File: src/rtl/shift_pkg.sv
// Shared op codes and FSM encoding for the
// sequential shift/rotate unit.
package shift_pkg;

  localparam logic [2:0] OP_SHR  = 3'b000;
  localparam logic [2:0] OP_SHRA = 3'b001;
  localparam logic [2:0] OP_SHL  = 3'b010;
  localparam logic [2:0] OP_ROR  = 3'b011;
  localparam logic [2:0] OP_ROL  = 3'b100;

  typedef enum logic [1:0] {
    ST_IDLE  = 2'd0,
    ST_SHIFT = 2'd1,
    ST_DONE  = 2'd2
  } state_e;

  function automatic logic op_legal(
    input logic [2:0] op
  );
    return op <= OP_ROL;
  endfunction

endpackage

File: src/rtl/shift_step.sv
// Combinational shift/rotate of WIDTH bits by 0..STEP.
// Ports: i_op, i_a, i_s (amount) -> o_y.
module shift_step
  import shift_pkg::*;
#(
  parameter int WIDTH = 32,
  parameter int STEP  = 1,
  localparam int SW   = $clog2(STEP + 1)
) (
  input  logic [2:0]       i_op,
  input  logic [WIDTH-1:0] i_a,
  input  logic [SW-1:0]    i_s,
  output logic [WIDTH-1:0] o_y
);

  logic [31:0] w_s;

  always_comb begin
    w_s = 32'(i_s);
    o_y = i_a;
    case (i_op)
      OP_SHR:  o_y = i_a >> w_s;
      OP_SHRA: o_y = $unsigned($signed(i_a) >>> w_s);
      OP_SHL:  o_y = i_a << w_s;
      OP_ROR:  o_y = (i_a >> w_s)
                   | (i_a << (WIDTH - w_s));
      OP_ROL:  o_y = (i_a << w_s)
                   | (i_a >> (WIDTH - w_s));
      default: o_y = i_a;
    endcase
  end

endmodule

File: src/rtl/shift_rot_unit.sv
// Multi-cycle shift/rotate unit, up to STEP bits/cycle.
// Ports: i_clk, i_clear, i_start, i_op, i_a, i_amt ->
//   o_result, o_busy, o_done, o_illegal.
module shift_rot_unit
  import shift_pkg::*;
#(
  parameter int WIDTH  = 32,
  parameter int STEP   = 1,
  localparam int AMT_W = $clog2(WIDTH),
  localparam int SW    = $clog2(STEP + 1)
) (
  input  logic             i_clk,
  input  logic             i_clear,
  input  logic             i_start,
  input  logic [2:0]       i_op,
  input  logic [WIDTH-1:0] i_a,
  input  logic [AMT_W-1:0] i_amt,
  output logic [WIDTH-1:0] o_result,
  output logic             o_busy,
  output logic             o_done,
  output logic             o_illegal
);

  localparam logic [AMT_W:0] STEP_C =
    (AMT_W + 1)'(STEP);

  state_e           r_state;
  state_e           w_next;
  logic [WIDTH-1:0] r_work;
  logic [2:0]       r_op;
  logic [AMT_W-1:0] r_rem;
  logic             r_illegal;

  logic             w_accept;
  logic             w_legal;
  logic [AMT_W:0]   w_rem_ext;
  logic [AMT_W:0]   w_s_ext;
  logic [AMT_W-1:0] w_rem_next;
  logic [WIDTH-1:0] w_step_y;

  assign w_legal   = op_legal(i_op);
  assign w_accept  = i_start &&
                     (r_state == ST_IDLE ||
                      r_state == ST_DONE);
  assign w_rem_ext = {1'b0, r_rem};
  // Extra bit lets STEP == WIDTH compare cleanly.
  assign w_s_ext   = (w_rem_ext < STEP_C) ?
                     w_rem_ext : STEP_C;
  assign w_rem_next = r_rem - w_s_ext[AMT_W-1:0];

  shift_step #(
    .WIDTH (WIDTH),
    .STEP  (STEP)
  ) u_step (
    .i_op (r_op),
    .i_a  (r_work),
    .i_s  (w_s_ext[SW-1:0]),
    .o_y  (w_step_y)
  );

  always_comb begin
    w_next = r_state;
    unique case (r_state)
      ST_IDLE, ST_DONE: begin
        if (i_start) begin
          w_next = (w_legal && i_amt != '0) ?
                   ST_SHIFT : ST_DONE;
        end else begin
          w_next = ST_IDLE;
        end
      end
      ST_SHIFT: begin
        if (w_rem_next == '0) w_next = ST_DONE;
      end
      default: w_next = ST_IDLE;
    endcase
  end

  always_ff @(posedge i_clk) begin
    if (i_clear) r_state <= ST_IDLE;
    else         r_state <= w_next;
  end

  always_ff @(posedge i_clk) begin
    if (i_clear) begin
      r_work    <= '0;
      r_op      <= OP_SHR;
      r_rem     <= '0;
      r_illegal <= 1'b0;
    end else if (w_accept) begin
      r_work    <= i_a;
      r_op      <= i_op;
      // Illegal ops skip shifting entirely.
      r_rem     <= w_legal ? i_amt : '0;
      r_illegal <= !w_legal;
    end else if (r_state == ST_SHIFT) begin
      r_work    <= w_step_y;
      r_rem     <= w_rem_next;
    end else if (r_state == ST_DONE) begin
      r_illegal <= 1'b0;
    end
  end

  assign o_result  = r_work;
  assign o_busy    = (r_state == ST_SHIFT);
  assign o_done    = (r_state == ST_DONE);
  assign o_illegal = r_illegal;

endmodule

File: config.mk
export PLATFORM = sky130hd
export DESIGN_NAME = shift_rot_unit
export DESIGN_NICKNAME = d
export VERILOG_FILES = /design/src/rtl/shift_pkg.sv /design/src/rtl/shift_step.sv /design/src/rtl/shift_rot_unit.sv
export SDC_FILE = /design/constraint.sdc
export NUM_CORES = 1
export LEC_CHECK = 0
export ABC_AREA = 1
export CELL_PAD_IN_SITES_DETAIL_PLACEMENT = 0
export CELL_PAD_IN_SITES_GLOBAL_PLACEMENT = 1
export CORE_ASPECT_RATIO = 0.6
export CORE_MARGIN = 8
export CORE_UTILIZATION = 42
export CTS_CLUSTER_SIZE = 14
export DETAILED_ROUTE_END_ITERATION = 6
export DONT_BUFFER_PORTS = 1
export PLACE_DENSITY = 0.79
export SLEW_MARGIN = 20
export SYNTH_ARGS = -nofsm -noshare
export SYNTH_HDL_FRONTEND = slang
export SYNTH_SLANG_ARGS = --single-unit
File: constraint.sdc
create_clock -name i_clk -period 2.3 [get_ports i_clk]
set_clock_uncertainty 0.2 [all_clocks]
set_input_delay 0.46 -clock i_clk [delete_from_list [all_inputs] [get_ports i_clk]]
set_output_delay 0.46 -clock i_clk [all_outputs]
set_load 0.02 [all_outputs]
### Word-level counts from Yosys, hierarchy flattened

Index checks and enable logic that the tools add are counted.

| word-level totals | value |
|---|---|
| word-level logic and storage cells | 52 |
| memory bits (read-only) | 0 |
| output and inout bits | 35 |
| memories kept | 0 |
| bits in latches | 0 |
| bits in writable memories | 0 |
| input bits | 43 |
| bits in registers | 43 |

| operators by class | value |
|---|---|
| divide/modulo/power cells | 0 |
| reduce and logical (&&, ||, !) cells | 14 |
| shifts and indexed selects | 5 |
| bitwise operators | 2 |
| $add $sub $neg | 2 |
| $mul | 0 |
| mux-type cells | 14 |
| $lt $le $gt $ge | 2 |
| eq/ne operators | 8 |

Operators with widths:

| operator | number |
|---|---|
| $pmux 32 s5 | 1 |
| $mux 32 | 2 |
| $or 32x32->32 | 2 |
| $shl 32x1->32 | 1 |
| $shl 32x32->32 | 1 |
| $shr 32x1->32 | 1 |
| $shr 32x32->32 | 1 |
| $sshr 32x1->32 | 1 |
| $mux 5 | 4 |
| $sub 6x1->7 const A | 1 |
| $eq 3x2->1 const B | 2 |
| $mux 2 | 3 |
| $reduce_bool 6->1 | 1 |
| $logic_not 5->1 | 1 |
| $lt 5x1->1 const B | 1 |
| $reduce_bool 5->1 | 1 |
| $sub 5x5->5 | 1 |
| $ne 2x1->1 const B | 2 |
| $pmux 2 s2 | 1 |
| $reduce_and 2->1 | 2 |
| $reduce_bool 2->1 | 2 |
| $eq 3x1->1 const B | 1 |
| $eq 3x3->1 const B | 1 |
| $le 3x3->1 const B | 1 |
| 9 further kinds | 12 |

### Depth between registers and ports, before layout

Gate-level depths: netlist of the first run.

| depth | value |
|---|---|
| depth in word-level cells | 8 |
| mapped depth | 13 |
| mapped depth without buffers | 13 |

### Hierarchy

Synthesis of the first run repeated with hierarchy kept, for this count alone.

| unflattened totals | value |
|---|---|
| cell total of the unflattened synthesis | 513 |
| area, all modules | 3041.7 um^2 |

Modules (own cells, without submodules):

| module | area each (um^2) | seq. area each (um^2) | cells an instance | times used |
|---|---|---|---|---|
| shift_rot_unit | 1894.3 | 860.8 | 241 | 1 |
| shift_step | 1147.4 | 0.0 | 272 | 1 |

### Worst setup path before layout of the first run

Ideal clock, no wire load.

| timing | value |
|---|---|
| kind | reg-to-reg |
| from | register r_rem[2] |
| to | register r_state[1] |
| arrival | 1425 ps |
| clock period less this slack | 1689 ps |
| cell stages (with the launch flop) | 14 |
| setup time | 64 ps |
| slack | 611 ps |
| buffers on the path | 0 |
| required time | 2036 ps |
| path through | dfxtp_1 > nor2_2 > nand2_1 > nand2_1 > ha_1 > nor2_1 > nand2_1 > nand2_1 > nand2_1 > nor2_1 > nand2_1 > nand2_1 > nand2_1 > nor2_1 |

| on the way | value |
|---|---|
| word-level cells in the longest chain between the ends | 5 |

RTL lines:

| element | RTL line | source |
|---|---|---|
| start, declared | shift_rot_unit.sv:31 | `logic [AMT_W-1:0] r_rem;` |
| start signal, assigned | shift_rot_unit.sv:94 | `r_rem <= w_legal ? i_amt : '0;` |
| start signal, assigned | shift_rot_unit.sv:98 | `r_rem <= w_rem_next;` |
| $lt 5x1->1 | shift_rot_unit.sv:47 | `assign w_s_ext = (w_rem_ext < STEP_C) ?` |
| $mux 5 | shift_rot_unit.sv:47 |  |
| $sub 5x5->5 * | shift_rot_unit.sv:49 | `assign w_rem_next = r_rem - w_s_ext[AMT_W-1:0];` |
| $logic_not 5->1 * | shift_rot_unit.sv:73 | `if (w_rem_next == '0) w_next = ST_DONE;` |
| $ne 2x1->1 (no line) * | -- |  |
| end signal, assigned | shift_rot_unit.sv:81 | `else r_state <= w_next;` |
| end, declared | shift_rot_unit.sv:27 | `state_e r_state;` |

Every way passes the cells marked *; elsewhere a longest branch is shown, timed or not.
A chain may end at the register's enable or synchronous reset.

### Worst setup path in the final report of the first run

Ends and elaborated chain as after synthesis.

==> flow_summary.html, run 1 <==
<table>
<tr><th>Metric</th><th>Value</th></tr>
<tr><th colspan="2">Run status</th></tr>
<tr><td>Status</td><td>finished, final reports clean</td></tr>
<tr><th colspan="2">Pwr</th></tr>
<tr><td>Internal power</td><td>1.661 mW</td></tr>
<tr><td>Sequential group share of total power</td><td>37.0%</td></tr>
<tr><td>Largest voltage drop on the vdd net</td><td>0.3084 mV</td></tr>
<tr><td>Leakage Power</td><td>1.432 nW</td></tr>
<tr><td>Switching Share</td><td>43.93%</td></tr>
<tr><td>Switching power total</td><td>1.302 mW</td></tr>
<tr><td>Share of total power in combinational logic</td><td>39.4%</td></tr>
<tr><td>Share of total power in the clock network</td><td>23.7%</td></tr>
<tr><td>Power Dens Cells</td><td>972.6 nW/µm²</td></tr>
<tr><th colspan="2">Logic synthesis</th></tr>
<tr><td>Fraction of the yosys area taken by sequential cells</td><td>30.34%</td></tr>
<tr><td>Flop and latch count out of synthesis</td><td>43</td></tr>
<tr><td>Number of synthesized flops with an enable pin</td><td>0</td></tr>
<tr><td>Number of distinct library cells after synthesis</td><td>22</td></tr>
<tr><td>Number of instances in the synthesized netlist</td><td>486</td></tr>
<tr><td>Synthesized cell area</td><td>2838 µm²</td></tr>
<tr><td>Warnings from Yosys</td><td>0</td></tr>
<tr><td>Avg Inst Size Synth</td><td>5.839 µm²</td></tr>
<tr><td>Number of nets produced by synthesis</td><td>530</td></tr>
<tr><td>Proportion of register bits with asynchronous set or reset after synthesis</td><td>0%</td></tr>
<tr><td>Post-synth top flop</td><td>dfxtp_1</td></tr>
<tr><th colspan="2">Floorplan</th></tr>
<tr><td>Std cell rows</td><td>23</td></tr>
<tr><td>Num ports</td><td>78</td></tr>
<tr><td>Area of the core region</td><td>6619 µm²</td></tr>
<tr><td>Vertical die dimension</td><td>79.67 µm</td></tr>
<tr><td>Starting density of the core</td><td>42.87%</td></tr>
<tr><td>Die area</td><td>9729 µm²</td></tr>
<tr><td>Die X-Extent</td><td>122.1 µm</td></tr>
<tr><th colspan="2">Worst hold path</th></tr>
<tr><td>Worst hold path cell count</td><td>1</td></tr>
<tr><td>Type of the most critical hold path</td><td>input pin to flip-flop</td></tr>
<tr><th colspan="2">STA</th></tr>
<tr><td>Setup total negative slack</td><td>0 ps</td></tr>
<tr><td>Worst slew pin tran</td><td>520.1 ps</td></tr>
<tr><td>Setup violations, final</td><td>0</td></tr>
<tr><td>Setup repair after global routing missed its margin</td><td>no</td></tr>
<tr><td>Final Hold Slack</td><td>35.55 ps</td></tr>
<tr><td>Number of pins exceeding their max-slew limit in the final report</td><td>0</td></tr>
<tr><td>Fraction of the cycle the final worst path needs</td><td>82.22%</td></tr>
<tr><td>Final count of hold timing violations</td><td>0</td></tr>
<tr><td>Worst slew margin</td><td>65.27%</td></tr>
<tr><td>Minimum clock period after layout</td><td>1891 ps</td></tr>
<tr><td>Setup WS post-layout</td><td>409.0 ps</td></tr>
<tr><td>Maximum operating frequency</td><td>528.8 MHz</td></tr>
<tr><th colspan="2">Critical path</th></tr>
<tr><td>Most numerous cell on the critical path</td><td>nand2_1</td></tr>
<tr><td>Sort of element at the end of the critical path</td><td>flip-flop</td></tr>
<tr><td>WS Path Type</td><td>flip-flop to flip-flop</td></tr>
<tr><td>Max incr delay on CP</td><td>430 ps</td></tr>
<tr><td>R2R cell count</td><td>13</td></tr>
<tr><td>Cell breakdown of the critical path</td><td>nor2_2, nand2_1, nand2_1, ha_1, nor2_1, nand2_1, nand2_1, nand2_1, nor2_1, nand2_1, nand2_1, nand2_1, nor2_1</td></tr>
<tr><td>Library cell contributing the largest single delay on the critical path</td><td>dfxtp_1</td></tr>
<tr><td>Critical path depth in cells</td><td>13</td></tr>
<tr><td>Crit-path leading delay family</td><td>simple AND/OR/NAND/NOR gates</td></tr>
<tr><td>Buf+Inv Stages, Crit Path</td><td>0</td></tr>
<tr><td>Critical Path Source Type</td><td>flip-flop</td></tr>
<tr><td>Critical path peak fanout</td><td>5</td></tr>
<tr><td>Critical path required time</td><td>2330 ps</td></tr>
<tr><td>CP arrival</td><td>1920 ps</td></tr>
<tr><th colspan="2">Final layout</th></tr>
<tr><td>Most frequent standard cell in the layout excluding fill and tap cells</td><td>nand2_1</td></tr>
<tr><td>Post-layout net count</td><td>519</td></tr>
<tr><td>Filler cell count</td><td>719</td></tr>
<tr><td>Most frequent cells in the layout</td><td>nand2_1 (169), a21oi_1 (102), inv_1 (48)</td></tr>
<tr><td>Share of the core filled with cells in the final layout</td><td>46.03%</td></tr>
<tr><td>Ratio of cells with drive above 1 in the final layout</td><td>6.303%</td></tr>
<tr><td>Synthesis-to-finish area growth</td><td>7.363%</td></tr>
<tr><td>Total inserted antenna cells</td><td>0</td></tr>
<tr><td>Seq. cell area</td><td>860.8 µm²</td></tr>
<tr><td>Area of the multi-input gates</td><td>1633 µm²</td></tr>
<tr><th colspan="2">Drt</th></tr>
<tr><td>Initial DRC count</td><td>196</td></tr>
<tr><td>Via count</td><td>2965</td></tr>
<tr><td>Drc violations</td><td>0</td></tr>
<tr><td>Number of optimization iterations in the first detailed-route pass</td><td>4</td></tr>
<tr><td>Post-DR wirelength/cell</td><td>14.54 µm</td></tr>
<tr><td>Number of nets with antenna violations after detailed routing</td><td>0</td></tr>
<tr><td>Post-detailed-routing wire length</td><td>8.185 mm</td></tr>
<tr><td>Via-to-Cell Ratio</td><td>5.266</td></tr>
<tr><th colspan="2">Global routing</th></tr>
<tr><td>Pin count of the biggest net entering global routing</td><td>50</td></tr>
<tr><td>Remaining Overflow, GRT</td><td>0</td></tr>
<tr><td>Initial antenna violation count</td><td>0</td></tr>
<tr><td>Number of global-route vias before repair</td><td>2664</td></tr>
<tr><td>Total global-route track usage</td><td>16.79%</td></tr>
<tr><td>First-pass GRT wire length</td><td>13.44 mm</td></tr>
<tr><th colspan="2">CTS</th></tr>
<tr><td>TritonCTS clock tree</td><td>done</td></tr>
<tr><td>CTS sink cnt</td><td>43</td></tr>
<tr><td>Root Buffer</td><td>clkbuf_16</td></tr>
<tr><td>Post-CTS clock slew at the launch and capture registers of the worst setup and hold paths</td><td>60 ps</td></tr>
<tr><td>Number of H-tree levels</td><td>2</td></tr>
<tr><td>Skew-Pair Late Insertion Delay</td><td>290 ps</td></tr>
<tr><td>Num CTS Buffers</td><td>5</td></tr>
<tr><td>Bufs on Longest Clock Path</td><td>2</td></tr>
<tr><td>Number of buffers inserted for hold repair after clock tree synthesis</td><td>0</td></tr>
<tr><td>Post_cts resized</td><td>0</td></tr>
<tr><td>Post-CTS Setup Inserts</td><td>0</td></tr>
<tr><th colspan="2">Place</th></tr>
<tr><td>Input/output buffers</td><td>0</td></tr>
<tr><td>Place WS</td><td>405.4 ps</td></tr>
<tr><td>Global placer's final weighted congestion</td><td>0.7965</td></tr>
<tr><td>Detailed placer's ending HPWL</td><td>5.740 mm</td></tr>
<tr><th colspan="2">Run</th></tr>
<tr><td>Max-cap violations</td><td>0</td></tr>
</table>
[cells in the mapped netlist (5+ instances only)]
| master | instances | area (µm²) |
|---|---|---|
| o21ai_0 | 36 | 180.2 |
| a21oi_1 | 102 | 510.5 |
| o21ai_1 | 8 | 40.04 |
| clkbuf_1 | 10 | 37.54 |
| buf_2 | 17 | 85.08 |
| nand2_1 | 169 | 634.4 |
| dfxtp_1 | 43 | 860.8 |
| nand3_1 | 16 | 80.08 |
| nor2_1 | 15 | 56.30 |
| inv_2 | 5 | 18.77 |
| inv_1 | 48 | 180.2 |
[worst paths after layout]
check	start	to	slack [ps]
max reg2reg	r_rem[2]	r_state[1]	410
min	i_clear	r_state[0]	40
min reg2reg	r_op[0]	r_op[0]	330
max	r_rem[2]	r_state[1]	410
[power by group through the flow]
stage               sequential, mW  combinational (mW)  clock [mW]
finish                        1.10                1.17       0.701
global route                  1.12                1.36       0.757
CTS                           1.10                1.17       0.727
detailed placement            1.12                1.16           0
floorplan                     1.07               0.941           0
global placement              1.11                1.16           0
[state kept, by name, indices dropped and copies added, names as in the netlist]
| signal | cells |
|---|---|
| r_state | 2 |
| r_op | 3 |
| o_result | 32 |
| o_illegal | 1 |
| r_rem | 5 |
[through the flow]
| step | total power, mW | cells | cell area (µm²) |
|---|---|---|---|
| floorplan | 2.013 | 486 | 2838 |
| global placement | 2.269 | 555 | 2909 |
| detailed placement | 2.277 | 555 | 2909 |
| CTS | 2.993 | 563 | 3047 |
| global route | 3.230 | 563 | 3047 |
| finish | 2.963 | 563 | 3047 |
[worst register-to-register path: stages, from the launching register on]
cell and delay (ps):
dfxtp_1 430, nor2_2 110, nand2_1 80, nand2_1 70
ha_1 220, nor2_1 180, nand2_1 80, nand2_1 60
nand2_1 60, nor2_1 100, nand2_1 60, nand2_1 70
nand2_1 50, nor2_1 70
[final cells by class]
cell class	count	share of cell area (%)
multi-input cells	361	53.59
flip-flops and latches	43	28.25
inverters	53	6.530
clock buffers	7	4.353
well taps	87	3.573
repair buffers	11	3.532
clock inverters	1	0.1643
[cell families (layout without fill, tap and decap cells)]
group	count (synthesis)	count (layout)	share of synthesized area, %
xor gates and xnor gates	1	1	0.3087
DFF	43	43	30.34
AOI/OAI and AO/OA	151	151	27.12
adders and majority gates	1	1	0.4408
and+or+nand+nor	208	208	29.67
buffers and inverters	82	72	12.13
[layer usage]
layer / wire [µm] / up-vias / track usage [%]
met4: 67 / 0 / 3.628
met3: 890 / 8 / 5.720
met5: 0 / - / 0
li1: - / 1546 / -
met2: 3320 / 101 / 24.44
met1: 3907 / 1310 / 23.29
Note: power is estimated with default switching activity, not from simulation.
==> run 2, diff against run 1 <==
--- a/config.mk
+++ b/config.mk
@@ -10,11 +10,11 @@
 export CELL_PAD_IN_SITES_GLOBAL_PLACEMENT = 1
 export CORE_ASPECT_RATIO = 0.6
 export CORE_MARGIN = 8
-export CORE_UTILIZATION = 42
+export CORE_UTILIZATION = 38
 export CTS_CLUSTER_SIZE = 14
 export DETAILED_ROUTE_END_ITERATION = 6
 export DONT_BUFFER_PORTS = 1
-export PLACE_DENSITY = 0.79
+export PLACE_DENSITY = 0.75
 export SLEW_MARGIN = 20
 export SYNTH_ARGS = -nofsm -noshare
 export SYNTH_HDL_FRONTEND = slang
==> constraint.sdc (replaced) <==
create_clock -name i_clk -period 1.7 [get_ports i_clk]
set_clock_uncertainty 0.2 [all_clocks]
set_input_delay 0.34 -clock i_clk [delete_from_list [all_inputs] [get_ports i_clk]]
set_output_delay 0.34 -clock i_clk [all_outputs]
set_load 0.02 [all_outputs]
==> run 2 against run 1 <==
Cell count increased by 6.2%. Wire length increased by 11%. Cell area increased by 10%. Clock power increased by 36%. Total power increased by 45%. Flip-flop and latch count unchanged. First-iteration DRC count increased by 13%. Worst hold slack improved by 6.4 ps. Via count increased by 4.0%. Highest routed layer unchanged.
==> flow_summary.html, run 2 (synthesized netlist as in run 1, its figures left out) <==
<table>
<tr><th>Metric</th><th>Value</th></tr>
<tr><th colspan="2">Final layout</th></tr>
<tr><td>Most frequent standard cell in the layout excluding fill and tap cells</td><td>nand2_1 (unchanged)</td></tr>
<tr><td>Share of the core filled with cells in the final layout</td><td>46.32% (was 46.03%)</td></tr>
<tr><td>Filler cell count</td><td>755 (was 719)</td></tr>
<tr><td>Synthesis-to-finish area growth</td><td>18.12% (was 7.363%)</td></tr>
<tr><td>Ratio of cells with drive above 1 in the final layout</td><td>11.34% (was 6.303%)</td></tr>
<tr><td>Total inserted antenna cells</td><td>0 (unchanged)</td></tr>
<tr><td>Most frequent cells in the layout</td><td>nand2_1 (166), a21oi_1 (102), inv_1 (48) (was nand2_1 (169), a21oi_1 (102), inv_1 (48))</td></tr>
<tr><td>Post-layout net count</td><td>537 (was 519)</td></tr>
<tr><td>Number of flip-flops under the largest register name</td><td>32 (unchanged)</td></tr>
<tr><th colspan="2">Global routing</th></tr>
<tr><td>Pin count of the biggest net entering global routing</td><td>39 (was 50)</td></tr>
<tr><td>Remaining Overflow, GRT</td><td>0 (unchanged)</td></tr>
<tr><td>First-pass GRT wire length</td><td>14.39 mm (was 13.44 mm)</td></tr>
<tr><td>Initial antenna violation count</td><td>0 (unchanged)</td></tr>
<tr><td>Total global-route track usage</td><td>16.35% (was 16.79%)</td></tr>
<tr><td>Number of global-route vias before repair</td><td>2827 (was 2664)</td></tr>
<tr><th colspan="2">Floorplan</th></tr>
<tr><td>Die X-Extent</td><td>127.6 µm (was 122.1 µm)</td></tr>
<tr><td>Std cell rows</td><td>24 (was 23)</td></tr>
<tr><td>Starting density of the core</td><td>39.21% (was 42.87%)</td></tr>
<tr><td>Num ports</td><td>78 (unchanged)</td></tr>
<tr><td>Die area</td><td>10580 µm² (was 9729 µm²)</td></tr>
<tr><td>Area of the core region</td><td>7237 µm² (was 6619 µm²)</td></tr>
<tr><td>Vertical die dimension</td><td>82.94 µm (was 79.67 µm)</td></tr>
<tr><th colspan="2">CTS</th></tr>
<tr><td>CTS sink cnt</td><td>43 (unchanged)</td></tr>
<tr><td>Bufs on Longest Clock Path</td><td>2 (unchanged)</td></tr>
<tr><td>Skew-Pair Late Insertion Delay</td><td>280 ps (was 290 ps)</td></tr>
<tr><td>Post-CTS clock slew at the launch and capture registers of the worst setup and hold paths</td><td>60 ps (about the same)</td></tr>
<tr><td>TritonCTS clock tree</td><td>done (unchanged)</td></tr>
<tr><td>Number of H-tree levels</td><td>2 (unchanged)</td></tr>
<tr><td>Root Buffer</td><td>clkbuf_16 (unchanged)</td></tr>
<tr><td>Num CTS Buffers</td><td>5 (unchanged)</td></tr>
<tr><th colspan="2">STA</th></tr>
<tr><td>Final Hold Slack</td><td>41.90 ps (was 35.55 ps)</td></tr>
<tr><td>Setup total negative slack</td><td>0 ps (unchanged)</td></tr>
<tr><td>Maximum operating frequency</td><td>598.6 MHz</td></tr>
<tr><td>Minimum clock period after layout</td><td>1670 ps</td></tr>
<tr><td>Number of pins exceeding their max-slew limit in the final report</td><td>0 (unchanged)</td></tr>
<tr><td>Setup repair after global routing missed its margin</td><td>yes (was no)</td></tr>
<tr><td>Worst slew pin tran</td><td>434.4 ps (was 520.1 ps)</td></tr>
<tr><td>Setup violations, final</td><td>0 (unchanged)</td></tr>
<tr><td>Worst slew margin</td><td>70.93% (was 65.27%)</td></tr>
<tr><td>Fraction of the cycle the final worst path needs</td><td>98.26%</td></tr>
<tr><td>Setup WS post-layout</td><td>29.54 ps (was 409.0 ps)</td></tr>
<tr><td>Final count of hold timing violations</td><td>0 (unchanged)</td></tr>
<tr><th colspan="2">Pwr</th></tr>
<tr><td>Power Dens Cells</td><td>1285 nW/µm² (was 972.6 nW/µm²)</td></tr>
<tr><td>PnR Total Power</td><td>4.306 mW (was 2.963 mW)</td></tr>
<tr><td>Largest voltage drop on the vdd net</td><td>0.5112 mV (was 0.3084 mV)</td></tr>
<tr><td>Leakage Power</td><td>1.560 nW (was 1.432 nW)</td></tr>
<tr><th colspan="2">Drt</th></tr>
<tr><td>Post-DR wirelength/cell</td><td>15.15 µm (was 14.54 µm)</td></tr>
<tr><td>Number of nets with antenna violations after detailed routing</td><td>0 (unchanged)</td></tr>
<tr><td>Via-to-Cell Ratio</td><td>5.159 (was 5.266)</td></tr>
<tr><td>Number of optimization iterations in the first detailed-route pass</td><td>5 (was 4)</td></tr>
<tr><td>Post-detailed-routing wire length</td><td>9.059 mm (was 8.185 mm)</td></tr>
<tr><td>Drc violations</td><td>0 (unchanged)</td></tr>
<tr><td>Via count</td><td>3085 (was 2965)</td></tr>
<tr><td>Initial DRC count</td><td>221 (was 196)</td></tr>
<tr><th colspan="2">Critical path</th></tr>
<tr><td>Critical Path Source Type</td><td>flip-flop (unchanged)</td></tr>
<tr><td>Critical path peak fanout</td><td>4 (was 5)</td></tr>
<tr><td>WS Path Type</td><td>flip-flop to primary output (was flip-flop to flip-flop)</td></tr>
<tr><td>Sort of element at the end of the critical path</td><td>primary output (was flip-flop)</td></tr>
<tr><td>Critical path required time</td><td>1160 ps (was 2330 ps)</td></tr>
<tr><td>CP arrival</td><td>1130 ps (was 1920 ps)</td></tr>
<tr><th colspan="2">Run status</th></tr>
<tr><td>Status</td><td>finished, final reports clean (unchanged)</td></tr>
<tr><th colspan="2">Place</th></tr>
<tr><td>Place WS</td><td>-8.596 ps (was 405.4 ps)</td></tr>
<tr><td>Input/output buffers</td><td>0 (unchanged)</td></tr>
<tr><td>Detailed placer's ending HPWL</td><td>6.192 mm (was 5.740 mm)</td></tr>
<tr><td>Global placer's final weighted congestion</td><td>0.8348 (was 0.7965)</td></tr>
<tr><th colspan="2">Worst hold path</th></tr>
<tr><td>Type of the most critical hold path</td><td>input pin to flip-flop (unchanged)</td></tr>
<tr><th colspan="2">Run</th></tr>
<tr><td>Max-cap violations</td><td>0 (unchanged)</td></tr>
</table>
==> run 2: worst max-delay path: stages (launching register included) <==
cell	delay (ps)
dfxtp_1	360
nand2_1	110
buf_4	170
inv_1	210
==> run 2: cell type report <==
class / count / area, µm² / share of cell area (%)
clock buffers: 6 / 128.9 / 3.845
flip-flops and latches: 43 / 865.8 / 25.83
well taps: 104 / 130.1 / 3.882
multi-input cells: 361 / 1673 / 49.91
clock inverters: 2 / 12.51 / 0.3733
inverters: 53 / 219.0 / 6.532
repair buffers: 29 / 322.8 / 9.630
==> run 2: where the power goes <==
part	switching, mW	internal [mW]
sequential	0.300	1.17
clock	0.409	0.543
combinational	1.17	0.717
==> run 2: stage by stage <==
step | area [µm²] | cells
final | 3352 | 598
after global routing | 3352 | 598
after CTS | 3223 | 595
after detailed placement | 3053 | 585
after global placement | 3053 | 585
after floorplan | 2838 | 486
==> run 2: timing repair <==
action                                  CTS  global route
cloned                                    0             1
buffers inserted                          0             2
pin swaps                                 0             5
endpoints found under the setup margin    7            35
resized for setup                         3            28
endpoints found under the hold margin     5             0
hold buffers                              2             0
==> run 2: metal layers <==
| metal | global-route usage (%) | wire length, µm | up-vias |
|---|---|---|---|
| met5 | 0 | 0 | - |
| met3 | 5.548 | 658 | 7 |
| met1 | 23.15 | 4578 | 1401 |
| met2 | 23.50 | 3785 | 89 |
| li1 | - | - | 1588 |
| met4 | 2.685 | 38 | 0 |
==> run 2: worst paths after layout <==
path	from	end	slack (ps)	cells after the start
max	r_state[0]	o_busy	30	3
min	i_op[1]	r_op[1]	40	2
max reg2reg	r_rem[3]	r_state[1]	60	13
min reg2reg	r_op[2]	r_op[2]	350	2
==> run 3, diff against run 2 <==
--- a/config.mk
+++ b/config.mk
@@ -11,10 +11,11 @@
 export CORE_ASPECT_RATIO = 0.6
 export CORE_MARGIN = 8
 export CORE_UTILIZATION = 38
+export CTS_CLUSTER_DIAMETER = 30
 export CTS_CLUSTER_SIZE = 14
 export DETAILED_ROUTE_END_ITERATION = 6
 export DONT_BUFFER_PORTS = 1
-export PLACE_DENSITY = 0.75
+export PLACE_DENSITY_LB_ADDON = 0.1
 export SLEW_MARGIN = 20
 export SYNTH_ARGS = -nofsm -noshare
 export SYNTH_HDL_FRONTEND = slang
==> run 3 against run 2 <==
Fmax fell by 1.6%. The flow now finishes with violations (hold timing). Largest cell class unchanged. Total power up 6.5%. Cell count increased by 2.2%. Clock power is 14% higher. Worst hold slack got worse by 140 ps.
==> flow_summary.html, run 3 (synthesized netlist as in run 1, its figures left out) <==
<table>
<tr><th>Metric</th><th>Value</th></tr>
<tr><th colspan="2">Final layout</th></tr>
<tr><td>Post-layout net count</td><td>551 (was 537)</td></tr>
<tr><td>Total inserted antenna cells</td><td>0 (unchanged)</td></tr>
<tr><td>Most frequent standard cell in the layout excluding fill and tap cells</td><td>nand2_1 (unchanged)</td></tr>
<tr><td>Most frequent cells in the layout</td><td>nand2_1 (163), a21oi_1 (95), inv_1 (48) (was nand2_1 (166), a21oi_1 (102), inv_1 (48))</td></tr>
<tr><td>Count of placed standard cells in the final layout, fillers left out</td><td>611 (was 598)</td></tr>
<tr><td>Ratio of cells with drive above 1 in the final layout</td><td>17.75% (was 11.34%)</td></tr>
<tr><td>Area of the multi-input gates</td><td>1727 µm² (was 1673 µm²)</td></tr>
<tr><td>Synthesis-to-finish area growth</td><td>25.00% (was 18.12%)</td></tr>
<tr><td>Seq. cell area</td><td>870.8 µm² (was 865.8 µm²)</td></tr>
<tr><td>Number of flip-flops under the largest register name</td><td>32 (unchanged)</td></tr>
<tr><td>Final Cell Area</td><td>3547 µm² (was 3352 µm²)</td></tr>
<tr><td>Filler cell count</td><td>760 (was 755)</td></tr>
<tr><th colspan="2">Pwr</th></tr>
<tr><td>Leakage Power</td><td>1.651 nW (was 1.560 nW)</td></tr>
<tr><td>Switching Share</td><td>42.10% (was 43.57%)</td></tr>
<tr><td>Sequential group share of total power</td><td>32.2% (was 34.1%)</td></tr>
<tr><td>Largest voltage drop on the vdd net</td><td>0.5264 mV (was 0.5112 mV)</td></tr>
<tr><td>Switching power total</td><td>1.930 mW (was 1.876 mW)</td></tr>
<tr><td>Share of total power in the clock network</td><td>23.8% (was 22.1%)</td></tr>
<tr><td>Share of total power in combinational logic</td><td>44.0% (was 43.8%)</td></tr>
<tr><td>PnR Total Power</td><td>4.584 mW (was 4.306 mW)</td></tr>
<tr><td>Internal power</td><td>2.654 mW (was 2.430 mW)</td></tr>
<tr><td>Power Dens Cells</td><td>1292 nW/µm² (was 1285 nW/µm²)</td></tr>
<tr><th colspan="2">CTS</th></tr>
<tr><td>Bufs on Longest Clock Path</td><td>2 (unchanged)</td></tr>
<tr><td>Root Buffer</td><td>clkbuf_16 (unchanged)</td></tr>
<tr><td>Skew-Pair Late Insertion Delay</td><td>290 ps (was 280 ps)</td></tr>
<tr><td>TritonCTS clock tree</td><td>done (unchanged)</td></tr>
<tr><td>Number of H-tree levels</td><td>2 (unchanged)</td></tr>
<tr><td>Post-CTS clock slew at the launch and capture registers of the worst setup and hold paths</td><td>60 ps (about the same)</td></tr>
<tr><td>Num CTS Buffers</td><td>5 (unchanged)</td></tr>
<tr><td>CTS sink cnt</td><td>43 (unchanged)</td></tr>
<tr><th colspan="2">Global routing</th></tr>
<tr><td>Initial antenna violation count</td><td>0 (unchanged)</td></tr>
<tr><td>Remaining Overflow, GRT</td><td>0 (unchanged)</td></tr>
<tr><td>Number of global-route vias before repair</td><td>2737 (was 2827)</td></tr>
<tr><td>Pin count of the biggest net entering global routing</td><td>45 (was 39)</td></tr>
<tr><td>First-pass GRT wire length</td><td>14.19 mm (was 14.39 mm)</td></tr>
<tr><td>Total global-route track usage</td><td>16.13% (was 16.35%)</td></tr>
<tr><th colspan="2">STA</th></tr>
<tr><td>Setup repair after global routing missed its margin</td><td>yes (unchanged)</td></tr>
<tr><td>Maximum operating frequency</td><td>589.3 MHz (was 598.6 MHz)</td></tr>
<tr><td>Number of pins exceeding their max-slew limit in the final report</td><td>0 (unchanged)</td></tr>
<tr><td>Final Hold Slack</td><td>-96.24 ps (was 41.90 ps)</td></tr>
<tr><td>Setup WS post-layout</td><td>3.036 ps (was 29.54 ps)</td></tr>
<tr><td>Worst slew pin tran</td><td>437.6 ps (was 434.4 ps)</td></tr>
<tr><td>Setup violations, final</td><td>0 (unchanged)</td></tr>
<tr><td>Minimum clock period after layout</td><td>1697 ps (was 1670 ps)</td></tr>
<tr><td>Fraction of the cycle the final worst path needs</td><td>99.82% (was 98.26%)</td></tr>
<tr><td>Final count of hold timing violations</td><td>5 (was 0)</td></tr>
<tr><td>Setup total negative slack</td><td>0 ps (unchanged)</td></tr>
<tr><td>Worst slew margin</td><td>70.72% (was 70.93%)</td></tr>
<tr><th colspan="2">Critical path</th></tr>
<tr><td>Critical path peak fanout</td><td>3 (was 4)</td></tr>
<tr><td>Library cell contributing the largest single delay on the critical path</td><td>dfxtp_2 (was dfxtp_1)</td></tr>
<tr><td>Crit-path leading delay family</td><td>simple AND/OR/NAND/NOR gates (was buffers and inverters)</td></tr>
<tr><td>CP arrival</td><td>1720 ps (was 1130 ps)</td></tr>
<tr><td>Max incr delay on CP</td><td>350 ps (was 360 ps)</td></tr>
<tr><td>Sort of element at the end of the critical path</td><td>flip-flop (was primary output)</td></tr>
<tr><td>Most numerous cell on the critical path</td><td>nand2_2</td></tr>
<tr><td>Critical path required time</td><td>1720 ps (was 1160 ps)</td></tr>
<tr><td>Critical Path Source Type</td><td>flip-flop (unchanged)</td></tr>
<tr><td>Buf+Inv Stages, Crit Path</td><td>0 (was 2)</td></tr>
<tr><td>WS Path Type</td><td>flip-flop to flip-flop (was flip-flop to primary output)</td></tr>
<tr><td>Cell breakdown of the critical path</td><td>nor2_4, nand2_2, nand2_2, ha_4, nor2_4, nand2_1, nand2_1, nand2_2, nor2_2, nand2_1, nand2_2, nand2_2, nor2_2 (was nand2_1, buf_4, inv_1)</td></tr>
<tr><th colspan="2">Floorplan</th></tr>
<tr><td>Vertical die dimension</td><td>82.94 µm (unchanged)</td></tr>
<tr><td>Std cell rows</td><td>24 (unchanged)</td></tr>
<tr><td>Area of the core region</td><td>7237 µm² (unchanged)</td></tr>
<tr><td>Starting density of the core</td><td>39.21% (unchanged)</td></tr>
<tr><td>Die area</td><td>10580 µm² (unchanged)</td></tr>
<tr><td>Num ports</td><td>78 (unchanged)</td></tr>
<tr><td>Die X-Extent</td><td>127.6 µm (unchanged)</td></tr>
<tr><th colspan="2">Place</th></tr>
<tr><td>Detailed placer's ending HPWL</td><td>6.127 mm (was 6.192 mm)</td></tr>
<tr><td>Place WS</td><td>-91.35 ps (was -8.596 ps)</td></tr>
<tr><td>Input/output buffers</td><td>0 (unchanged)</td></tr>
<tr><td># placed instances</td><td>587 (was 585)</td></tr>
<tr><td>Placed Area</td><td>3080 µm² (was 3053 µm²)</td></tr>
<tr><td>Global placer's final weighted congestion</td><td>0.8045 (was 0.8348)</td></tr>
<tr><th colspan="2">Drt</th></tr>
<tr><td>Post-DR wirelength/cell</td><td>15.54 µm (was 15.15 µm)</td></tr>
<tr><td>Number of nets with antenna violations after detailed routing</td><td>0 (unchanged)</td></tr>
<tr><td>Drc violations</td><td>0 (unchanged)</td></tr>
<tr><td>Post-detailed-routing wire length</td><td>9.494 mm (was 9.059 mm)</td></tr>
<tr><td>Via-to-Cell Ratio</td><td>5.038 (was 5.159)</td></tr>
<tr><td>Initial DRC count</td><td>232 (was 221)</td></tr>
<tr><td>Number of optimization iterations in the first detailed-route pass</td><td>4 (was 5)</td></tr>
<tr><td>Via count</td><td>3078 (was 3085)</td></tr>
<tr><th colspan="2">Run status</th></tr>
<tr><td>Status</td><td>complete, but fails checks (was finished, final reports clean)</td></tr>
<tr><td>Violated checks</td><td>hold timing</td></tr>
<tr><th colspan="2">Run</th></tr>
<tr><td>Max-cap violations</td><td>0 (unchanged)</td></tr>
<tr><th colspan="2">Worst hold path</th></tr>
<tr><td>Type of the most critical hold path</td><td>input pin to flip-flop (unchanged)</td></tr>
</table>
## run 3: changes by cell type in the layout (fill, tap and decap cells not counted), moves of 4 or more
| cell | change |
|---|---|
| buf_4 | +10 |
| a21oi_2 | +7 |
| dfxtp_2 | +4 |
| a21oi_1 | -7 |
| dfxtp_1 | -4 |
## run 3: area by class of cell
type,instances,share of cell area (%)
clock buffer,6,3.633
clock inverter,1,0.8466
inverter,53,6.102
multi-input combinational,361,48.68
sequential,43,24.55
tap,104,3.668
timing repair buffer,41,12.03
timing repair inverter,2,0.4938
## run 3: power groups by stage
stage          Clock (mW)  Combinational (mW)  Sequential, mW
6_report             1.09                2.02            1.48
5_1_grt              1.16                2.29            1.50
4_1_cts              1.12                1.76            1.47
3_5_place_dp            0                1.73            1.49
3_3_place_gp            0                1.72            1.49
2_1_floorplan           0                1.27            1.45
## run 3: worst paths after layout
| kind | from | endpoint | slack (ps) | cells after the start |
|---|---|---|---|---|
| max reg2reg | r_rem[4] | r_state[1] | 3 | 13 |
| max | r_rem[4] | r_state[1] | 3 | 13 |
| min reg2reg | r_op[2] | r_op[2] | 320 | 2 |
| min | i_clear | r_op[2] | -100 | 1 |
## run 3: metrics by stage
stage,util (%),hold slack [ps]
after detailed placement,42.57,214.1
after CTS,45.04,-100.8
final,49.01,-96.24
after global placement,42.57,211.7
after global routing,49.01,-107.0
after floorplan,-,209.1
## run 3: metal layers
metal	part of all wire [%]	GRT usage, %	vias up
met5	0	0	-
met2	42	22.83	85
li1	-	-	1613
met1	50	23.39	1374
met3	7.2	4.656	6
met4	0.71	3.222	0
## run 3: worst reg2reg max path: stages, from the launching register on
cell and delay (ps):
dfxtp_2 350, nor2_4 50, nand2_2 60, nand2_2 70
ha_4 170, nor2_4 90, nand2_1 70, nand2_1 80
nand2_2 60, nor2_2 110, nand2_1 70, nand2_2 80
nand2_2 60, nor2_2 120
## run 3: what timing repair did
item	4_1_cts	5_1_grt
endpoints found under the hold margin	5	5
buffers inserted	1	12
pin swaps	1	19
cloned	0	4
gates resized for setup	6	50
endpoints found under the setup margin	11	36
